**src/rtl/disp_scan_engine.sv**
```systemverilog
// Eight-digit display scan engine: owns the digit scan, snapshots the time/date/alarm
// fields once per frame, converts the year to BCD sequentially and blinks the edited pair.
module disp_scan_engine #(
  parameter int SCAN_DIV  = 50000,
  parameter int BLINK_DIV = 250,
  parameter int YEAR_W    = 14,
  parameter int ROC_BASE  = 1911
) (
  input  logic              clk,
  input  logic              rst_n,
  input  logic [2:0]        mode,
  input  logic [2:0]        alarm_mode,
  input  logic [5:0]        hour,
  input  logic [5:0]        minute,
  input  logic [5:0]        second,
  input  logic [5:0]        temp_hour,
  input  logic [5:0]        temp_minute,
  input  logic [5:0]        temp_second,
  input  logic [3:0]        month,
  input  logic [4:0]        day,
  input  logic [2:0]        week,
  input  logic [YEAR_W-1:0] year,
  input  logic [1:0]        edit_field,
  output logic [2:0]        light,
  output logic [7:0]        digit_en,
  output logic [3:0]        num,
  output logic              frame_tick
);

  localparam int PW = (SCAN_DIV > 1) ? $clog2(SCAN_DIV) : 1;
  localparam int BW = (BLINK_DIV > 1) ? $clog2(BLINK_DIV) : 1;
  localparam int CW = $clog2(YEAR_W + 1);
  localparam int SW = 6 * 6 + 4 + 5 + 3 + YEAR_W;

  typedef enum logic [1:0] {IDLE, CONV_AD, CONV_ROC, LOAD} conv_state_e;

  logic [PW-1:0] prescaler_q, prescaler_d;
  logic [2:0]    light_q, light_d;
  logic [7:0]    digit_en_q, digit_en_d;
  logic          frame_tick_q, frame_tick_d;
  logic [3:0]    num_q, num_d;
  logic [SW-1:0] snap_q, snap_d;
  logic [BW-1:0] blink_cnt_q, blink_cnt_d;
  logic          blink_phase_q, blink_phase_d;
  logic [1:0]    edit_prev_q, edit_prev_d;
  logic          wrap, frame_ev;

  conv_state_e   state_q;
  logic [CW-1:0] bit_cnt_q;
  logic [YEAR_W-1:0] bin_q;
  logic [15:0]   bcd_q, ad_bcd_q, roc_bcd_q, disp_ad_q, disp_roc_q;
  logic          disp_ovf_q;

  logic [5:0] hour_s, minute_s, second_s, thour_s, tmin_s, tsec_s;
  logic [3:0] month_s;
  logic [4:0] day_s;
  logic [2:0] week_s;
  logic [YEAR_W-1:0] year_s;

  assign {hour_s, minute_s, second_s, thour_s, tmin_s, tsec_s,
          month_s, day_s, week_s, year_s} = snap_q;

  function automatic logic [3:0] tens_of(input logic [5:0] v);
    logic [5:0] t;
    t = v / 6'd10;
    return t[3:0];
  endfunction

  function automatic logic [3:0] units_of(input logic [5:0] v);
    logic [5:0] u;
    u = v - 6'd10 * (v / 6'd10);
    return u[3:0];
  endfunction

  // One double-dabble iteration: add-3 on every nibble >= 5, then shift the next bit in.
  function automatic logic [15:0] dd_step(input logic [15:0] bcd, input logic din);
    logic [15:0] adj;
    adj = bcd;
    for (int i = 0; i < 4; i++) begin
      if (bcd[4*i +: 4] >= 4'd5) adj[4*i +: 4] = bcd[4*i +: 4] + 4'd3;
    end
    return {adj[14:0], din};
  endfunction

  function automatic logic in_pair(input logic [2:0] idx, input logic [1:0] ef);
    case (ef)
      2'd1:    return (idx == 3'd0) || (idx == 3'd1);
      2'd2:    return (idx == 3'd3) || (idx == 3'd4);
      2'd3:    return (idx == 3'd6) || (idx == 3'd7);
      default: return 1'b0;
    endcase
  endfunction

  always_comb begin
    wrap         = (prescaler_q == PW'(SCAN_DIV - 1));
    prescaler_d  = wrap ? '0 : prescaler_q + PW'(1);
    light_d      = wrap ? light_q + 3'd1 : light_q;
    digit_en_d   = 8'b1 << light_d;
    frame_ev     = wrap && (light_q == 3'd7);
    frame_tick_d = frame_ev;
    snap_d       = frame_ev ? {hour, minute, second, temp_hour, temp_minute, temp_second,
                               month, day, week, year} : snap_q;
  end

  // An edit_field change restarts the blink in its visible half.
  always_comb begin
    edit_prev_d   = edit_field;
    blink_cnt_d   = blink_cnt_q;
    blink_phase_d = blink_phase_q;
    if (edit_field != edit_prev_q) begin
      blink_cnt_d   = '0;
      blink_phase_d = 1'b1;
    end else if (frame_tick_q) begin
      if (blink_cnt_q == BW'(BLINK_DIV - 1)) begin
        blink_cnt_d   = '0;
        blink_phase_d = ~blink_phase_q;
      end else begin
        blink_cnt_d = blink_cnt_q + BW'(1);
      end
    end
  end

  always_comb begin
    logic [5:0]  a, b, c;
    logic [15:0] src;
    logic        is_date;
    num_d   = 4'd15;
    is_date = (mode == 3'd2);
    a = hour_s;
    b = minute_s;
    c = second_s;
    if (mode == 3'd5 && alarm_mode != 3'd0) begin
      a = thour_s;
      b = tmin_s;
      c = tsec_s;
    end
    if (is_date) begin
      a = {2'b00, month_s};
      b = {1'b0, day_s};
    end
    src = light_q[2] ? disp_roc_q : disp_ad_q;
    case (mode)
      3'd1, 3'd2, 3'd5: begin
        case (light_q)
          3'd0:    num_d = tens_of(a);
          3'd1:    num_d = units_of(a);
          3'd3:    num_d = tens_of(b);
          3'd4:    num_d = units_of(b);
          3'd6:    num_d = is_date ? 4'd11 : tens_of(c);
          3'd7:    num_d = is_date ? {1'b0, week_s} : units_of(c);
          default: num_d = 4'd11;
        endcase
      end
      3'd3: begin
        if (disp_ovf_q) begin
          num_d = 4'd12;
        end else begin
          case (light_q[1:0])
            2'd0:    num_d = src[15:12];
            2'd1:    num_d = src[11:8];
            2'd2:    num_d = src[7:4];
            default: num_d = src[3:0];
          endcase
        end
      end
      default: num_d = 4'd15;
    endcase
    if (!blink_phase_q && in_pair(light_q, edit_field)) num_d = 4'd15;
  end

  always_ff @(posedge clk) begin
    if (!rst_n) begin
      prescaler_q   <= '0;
      light_q       <= 3'd0;
      digit_en_q    <= 8'h01;
      frame_tick_q  <= 1'b0;
      num_q         <= 4'd15;
      snap_q        <= '0;
      blink_cnt_q   <= '0;
      blink_phase_q <= 1'b1;
      edit_prev_q   <= 2'd0;
    end else begin
      prescaler_q   <= prescaler_d;
      light_q       <= light_d;
      digit_en_q    <= digit_en_d;
      frame_tick_q  <= frame_tick_d;
      num_q         <= num_d;
      snap_q        <= snap_d;
      blink_cnt_q   <= blink_cnt_d;
      blink_phase_q <= blink_phase_d;
      edit_prev_q   <= edit_prev_d;
    end
  end

  // Year converter: AD pass, optional ROC pass, then a single-cycle load into the display set.
  always_ff @(posedge clk) begin
    if (!rst_n) begin
      state_q    <= IDLE;
      bit_cnt_q  <= '0;
      bin_q      <= '0;
      bcd_q      <= '0;
      ad_bcd_q   <= '0;
      roc_bcd_q  <= '0;
      disp_ad_q  <= '0;
      disp_roc_q <= '0;
      disp_ovf_q <= 1'b0;
    end else begin
      case (state_q)
        IDLE: begin
          if (frame_tick_q) begin
            bin_q     <= year_s;
            bcd_q     <= '0;
            bit_cnt_q <= '0;
            state_q   <= CONV_AD;
          end
        end
        CONV_AD: begin
          bcd_q     <= dd_step(bcd_q, bin_q[YEAR_W-1]);
          bin_q     <= bin_q << 1;
          bit_cnt_q <= bit_cnt_q + CW'(1);
          if (bit_cnt_q == CW'(YEAR_W - 1)) begin
            ad_bcd_q  <= dd_step(bcd_q, bin_q[YEAR_W-1]);
            bcd_q     <= '0;
            bit_cnt_q <= '0;
            if (year_s >= YEAR_W'(ROC_BASE) && year_s <= YEAR_W'(9999)) begin
              bin_q   <= year_s - YEAR_W'(ROC_BASE);
              state_q <= CONV_ROC;
            end else begin
              roc_bcd_q <= 16'hCCCC;
              state_q   <= LOAD;
            end
          end
        end
        CONV_ROC: begin
          bcd_q     <= dd_step(bcd_q, bin_q[YEAR_W-1]);
          bin_q     <= bin_q << 1;
          bit_cnt_q <= bit_cnt_q + CW'(1);
          if (bit_cnt_q == CW'(YEAR_W - 1)) begin
            roc_bcd_q <= dd_step(bcd_q, bin_q[YEAR_W-1]);
            bit_cnt_q <= '0;
            state_q   <= LOAD;
          end
        end
        default: begin
          disp_ad_q  <= ad_bcd_q;
          disp_roc_q <= roc_bcd_q;
          disp_ovf_q <= (year_s > YEAR_W'(9999));
          state_q    <= IDLE;
        end
      endcase
    end
  end

  assign light      = light_q;
  assign digit_en   = digit_en_q;
  assign num        = num_q;
  assign frame_tick = frame_tick_q;

endmodule

```
**config.mk**
```make
export PLATFORM = sky130hd
export DESIGN_NAME = disp_scan_engine
export DESIGN_NICKNAME = d
export VERILOG_FILES = /design/src/rtl/disp_scan_engine.sv
export SDC_FILE = /design/constraint.sdc
export NUM_CORES = 1
export LEC_CHECK = 0
export CAP_MARGIN = 30
export CORE_MARGIN = 3
export CORE_UTILIZATION = 61
export CTS_BUF_LIST = sky130_fd_sc_hd__clkbuf_4
export CTS_CLUSTER_DIAMETER = 40
export DETAILED_ROUTE_END_ITERATION = 8
export GPL_TIMING_DRIVEN = 0
export PLACE_DENSITY = 0.83
export SETUP_SLACK_MARGIN = 0.15
export SLEW_MARGIN = 10
export SYNTH_ARGS = -nofsm -noshare
export SYNTH_HDL_FRONTEND = slang
export SYNTH_SLANG_ARGS = --single-unit
```
**constraint.sdc**
```tcl
create_clock -name clk -period 6.9 [get_ports clk]
set_input_delay 2.07 -clock clk [delete_from_list [all_inputs] [get_ports clk]]
set_output_delay 2.07 -clock clk [all_outputs]
set_load 0.005 [all_outputs]
```
==> results.sh <==
export IMPL_antenna_found_initial=1
export IMPL_outcome="finished, final reports clean"
export IMPL_power_density_mw_per_mm2=198
export IMPL_drive_gt1_share_pct=8.82
export IMPL_initial_core_util_pct=63.4
export IMPL_p_clk_share_pct=38.7
export IMPL_place_inst=1587
export IMPL_rsz0062_at_grt="false"
export IMPL_power_frac_seq_pct=50.1
export IMPL_async_flop_share_pct=0
export IMPL_worstSkewPairLatency_ns=0.66
export IMPL_share_comb_of_total_power_pct=11.2
export IMPL_hold_viol=0
export IMPL_yosysTopAreaCellShare_pct=38.5
export IMPL_dpl_hpwl_mm=20.2
export IMPL_vias=9760
export IMPL_clk_transition_reported_paths_ns=0.06
export IMPL_syn_area_mm2=0.0107
export IMPL_finalCoreUtilization_pct=74.0
export IMPL_first_pass_iters=6
export IMPL_power_leakage_nw=4.52
export IMPL_ys_flop_type="dfxtp_1"
export IMPL_p_int_mw=1.82
export IMPL_post_dp_cell_area_mm2=0.0118
export IMPL_mostFrequentLayoutCells="nand2_1 (247), dfxtp_1 (206), clkdlybuf4s50_1 (85), a21boi_0 (77), clkbuf_4 (74)"
export IMPL_drc_errors=0
export IMPL_nNetsFinal=1534
export IMPL_synth_distinct_cells=80
export IMPL_routed_wl_mm=27.3
export IMPL_yosysSeqAreaShare_pct=38.5
export IMPL_setup_violations=0
export IMPL_swShare_pct=26.4
export IMPL_layout_setup_ws_ns=0.350
export IMPL_grt_pass1_vias=9252
export IMPL_cts_tree="built"
export IMPL_hp_class="reg -> reg"
export IMPL_pin_count=88
export IMPL_root_buffer="clkbuf_4"
export IMPL_h_tree_depth=2
export IMPL_cts_hold_buf=0
export IMPL_rows=47
export IMPL_critPathMaxFanout=6
export IMPL_slew_headroom_pct=46.1
export IMPL_p_sw_uw=653
export IMPL_fin_area_mm2=0.0125
export IMPL_synth_top_cell_by_area="dfxtp_1"
export IMPL_core_mm2=0.0169
export IMPL_portBuffers=86
export IMPL_die_y_um=138
export IMPL_clkSinkCount=206
export IMPL_fin_crit_ns=6.55
export IMPL_grt_overflow_total=0
export IMPL_grt_max_degree=13
export IMPL_ys_ff_latch=206
export IMPL_grt_pass1_wl_mm=44.9
export IMPL_synthesis_nets=1393
export IMPL_final_common_cell="nand2_1"
export IMPL_area_delta_synth_final_pct=16.7
export IMPL_skew_ns=0.0240
export IMPL_synth_cells=1281
export IMPL_max_cap_violations=0
export IMPL_crit_type="in -> reg"
export IMPL_irDropWorstVdd_v=0.000144
export IMPL_stdcell_count=1672
export IMPL_avgSynthCellArea_um2=8.35
export IMPL_synthTopCellsByArea="dfxtp_1 (39%), nand2_1 (8.7%), a21boi_0 (5.4%)"
export IMPL_tightestPinTransition_ns=0.808
export IMPL_drt_iter0_markers=770
export IMPL_ys_warn_count=0
export IMPL_drv_slew=0
export IMPL_place_congestion=0.953
export IMPL_clock_fmax_mhz=153
export IMPL_die_w_um=138
export IMPL_cts_made_buffers=52
export IMPL_ant_nets=0
export IMPL_clockBufferDepth=3
export IMPL_start_kind="primary input"
export IMPL_wl_per_cell_um=16.3
export IMPL_synth_edf_count=0
export IMPL_dp_slack_ns=-0.607
export IMPL_min_period_over_period_pct=94.9
export IMPL_viasPerCell=5.84
export IMPL_die_area_mm2=0.0192
export IMPL_cp_arrival_ns=7.07
export IMPL_grt_usage_pct=27.7
export IMPL_crit_required_ns=7.42
export IMPL_end_kind="register"
critical path, cell delays in order:
cell and delay [ns]:
clkdlybuf4s50_1 0.56, or3b_1 0.50, and2_1 0.19, a221o_1 0.39, nor3_2 0.22, a21oi_2 0.09, ha_1 0.20, inv_1 0.05
nor2_1 0.03, and4b_1 0.24, a21oi_4 0.20, ha_1 0.28, a21o_1 0.18, mux2i_2 0.24, or2_2 0.16, ha_1 0.12
inv_1 0.04, fa_1 0.42, nand3_1 0.09, o21ai_0 0.11, a221oi_1 0.23, o311ai_1 0.19, nand4_1 0.11, o211ai_1 0.13
power groups by stage:
stage | combinational, mW | clock, mW | sequential (mW)
detailed placement | 0.267 | 0 | 1.27
global placement | 0.263 | 0 | 1.26
finish | 0.276 | 0.957 | 1.24
global route | 0.301 | 1.04 | 1.24
floorplan | 0.163 | 0 | 1.26
CTS | 0.270 | 0.969 | 1.24
layer usage:
metal	vias up	GRT usage, %	share of wire, %
met5	-	0	0
met2	356	44.2	45
met4	0	7.75	1.7
met1	4557	38.9	46
met3	53	5.01	7.4
li1	4794	-	-
sequential cells by signal, indices dropped and copies added, names as in the netlist, 3 cells and up:
name,count
ad_bcd_q,16
bcd_q,16
bin_q,14
bit_cnt_q,4
blink_cnt_q,8
digit_en,8
disp_ad_q,16
disp_roc_q,16
light,3
num,4
prescaler_q,16
roc_bcd_q,16
snap_q,62
Yosys cell counts (all sizes together) (5+ instances only):
master,instances
dfxtp,206
a221oi,13
nand4,11
a221o,5
nand3b,8
nor4b,5
inv,39
mux2i,49
mux2,15
o21ai,65
nor2,68
a31oi,13
ha,37
and2,26
xnor2,17
clkbuf,64
and3,18
nor3b,12
nand3,24
o31ai,7
a22oi,16
nand2,248
o211ai,6
o211a,13
or3,7
a222oi,5
nor3,11
xor2,13
nand2b,9
a21oi,43
buf,11
a21boi,77
nor2b,54
metrics by stage:
step / hold slack (ns) / power (mW) / TNS [ns]
final: 0.464 / 2.47 / 0
after detailed placement: 0.455 / 1.53 / -1.23
after floorplan: 0.418 / 1.42 / 0
after CTS: 0.463 / 2.48 / 0
after global routing: 0.491 / 2.58 / 0
after global placement: 0.428 / 1.53 / -1.06
path summary, 6_finish.rpt:
path / from / to / slack, ns / depth (start not counted)
worst max register to register: snap_q[53]$_SDFFE_PN0P_ / num[2]$_SDFF_PP1_ / 2.58 / 22
worst min-delay path: snap_q[52]$_SDFFE_PN0P_ / snap_q[52]$_SDFFE_PN0P_ / 0.46 / 2
worst max-delay path: mode[2] / num[2]$_SDFF_PP1_ / 0.35 / 24
worst min register to register: snap_q[52]$_SDFFE_PN0P_ / snap_q[52]$_SDFFE_PN0P_ / 0.46 / 2
repair_timing:
item,in CTS,in global routing
gates resized for setup,2,10
pin swaps,0,1
setup buffers,0,1
endpoints found under the setup margin,1,3
cell families (layout without fill, tap and decap cells):
family                   Yosys count  after routing  synth area share (%)
other                              0              1                     0
XOR/XNOR                          30             30                  2.46
AND/OR/NAND/NOR                  517            517                  23.1
adder cells (fa/ha/maj)           40             40                  4.89
buffers and inverters            114            284                  4.24
AO/OA/AOI/OAI                    310            310                  20.6
flip-flops                       206            206                  38.5
multiplexers                      64             64                  6.16
area by class of cell:
class	instances	area, um^2
antenna	1	2.50
buffer	75	308
clock buffer	74	556
clock inverter	9	35.0
fill	1325	4390
inverter	39	146
multi-input combinational	961	6170
sequential	206	4120
tap	220	275
timing repair buffer	87	871
No activity file was read; power rests on OpenSTA's default activity.
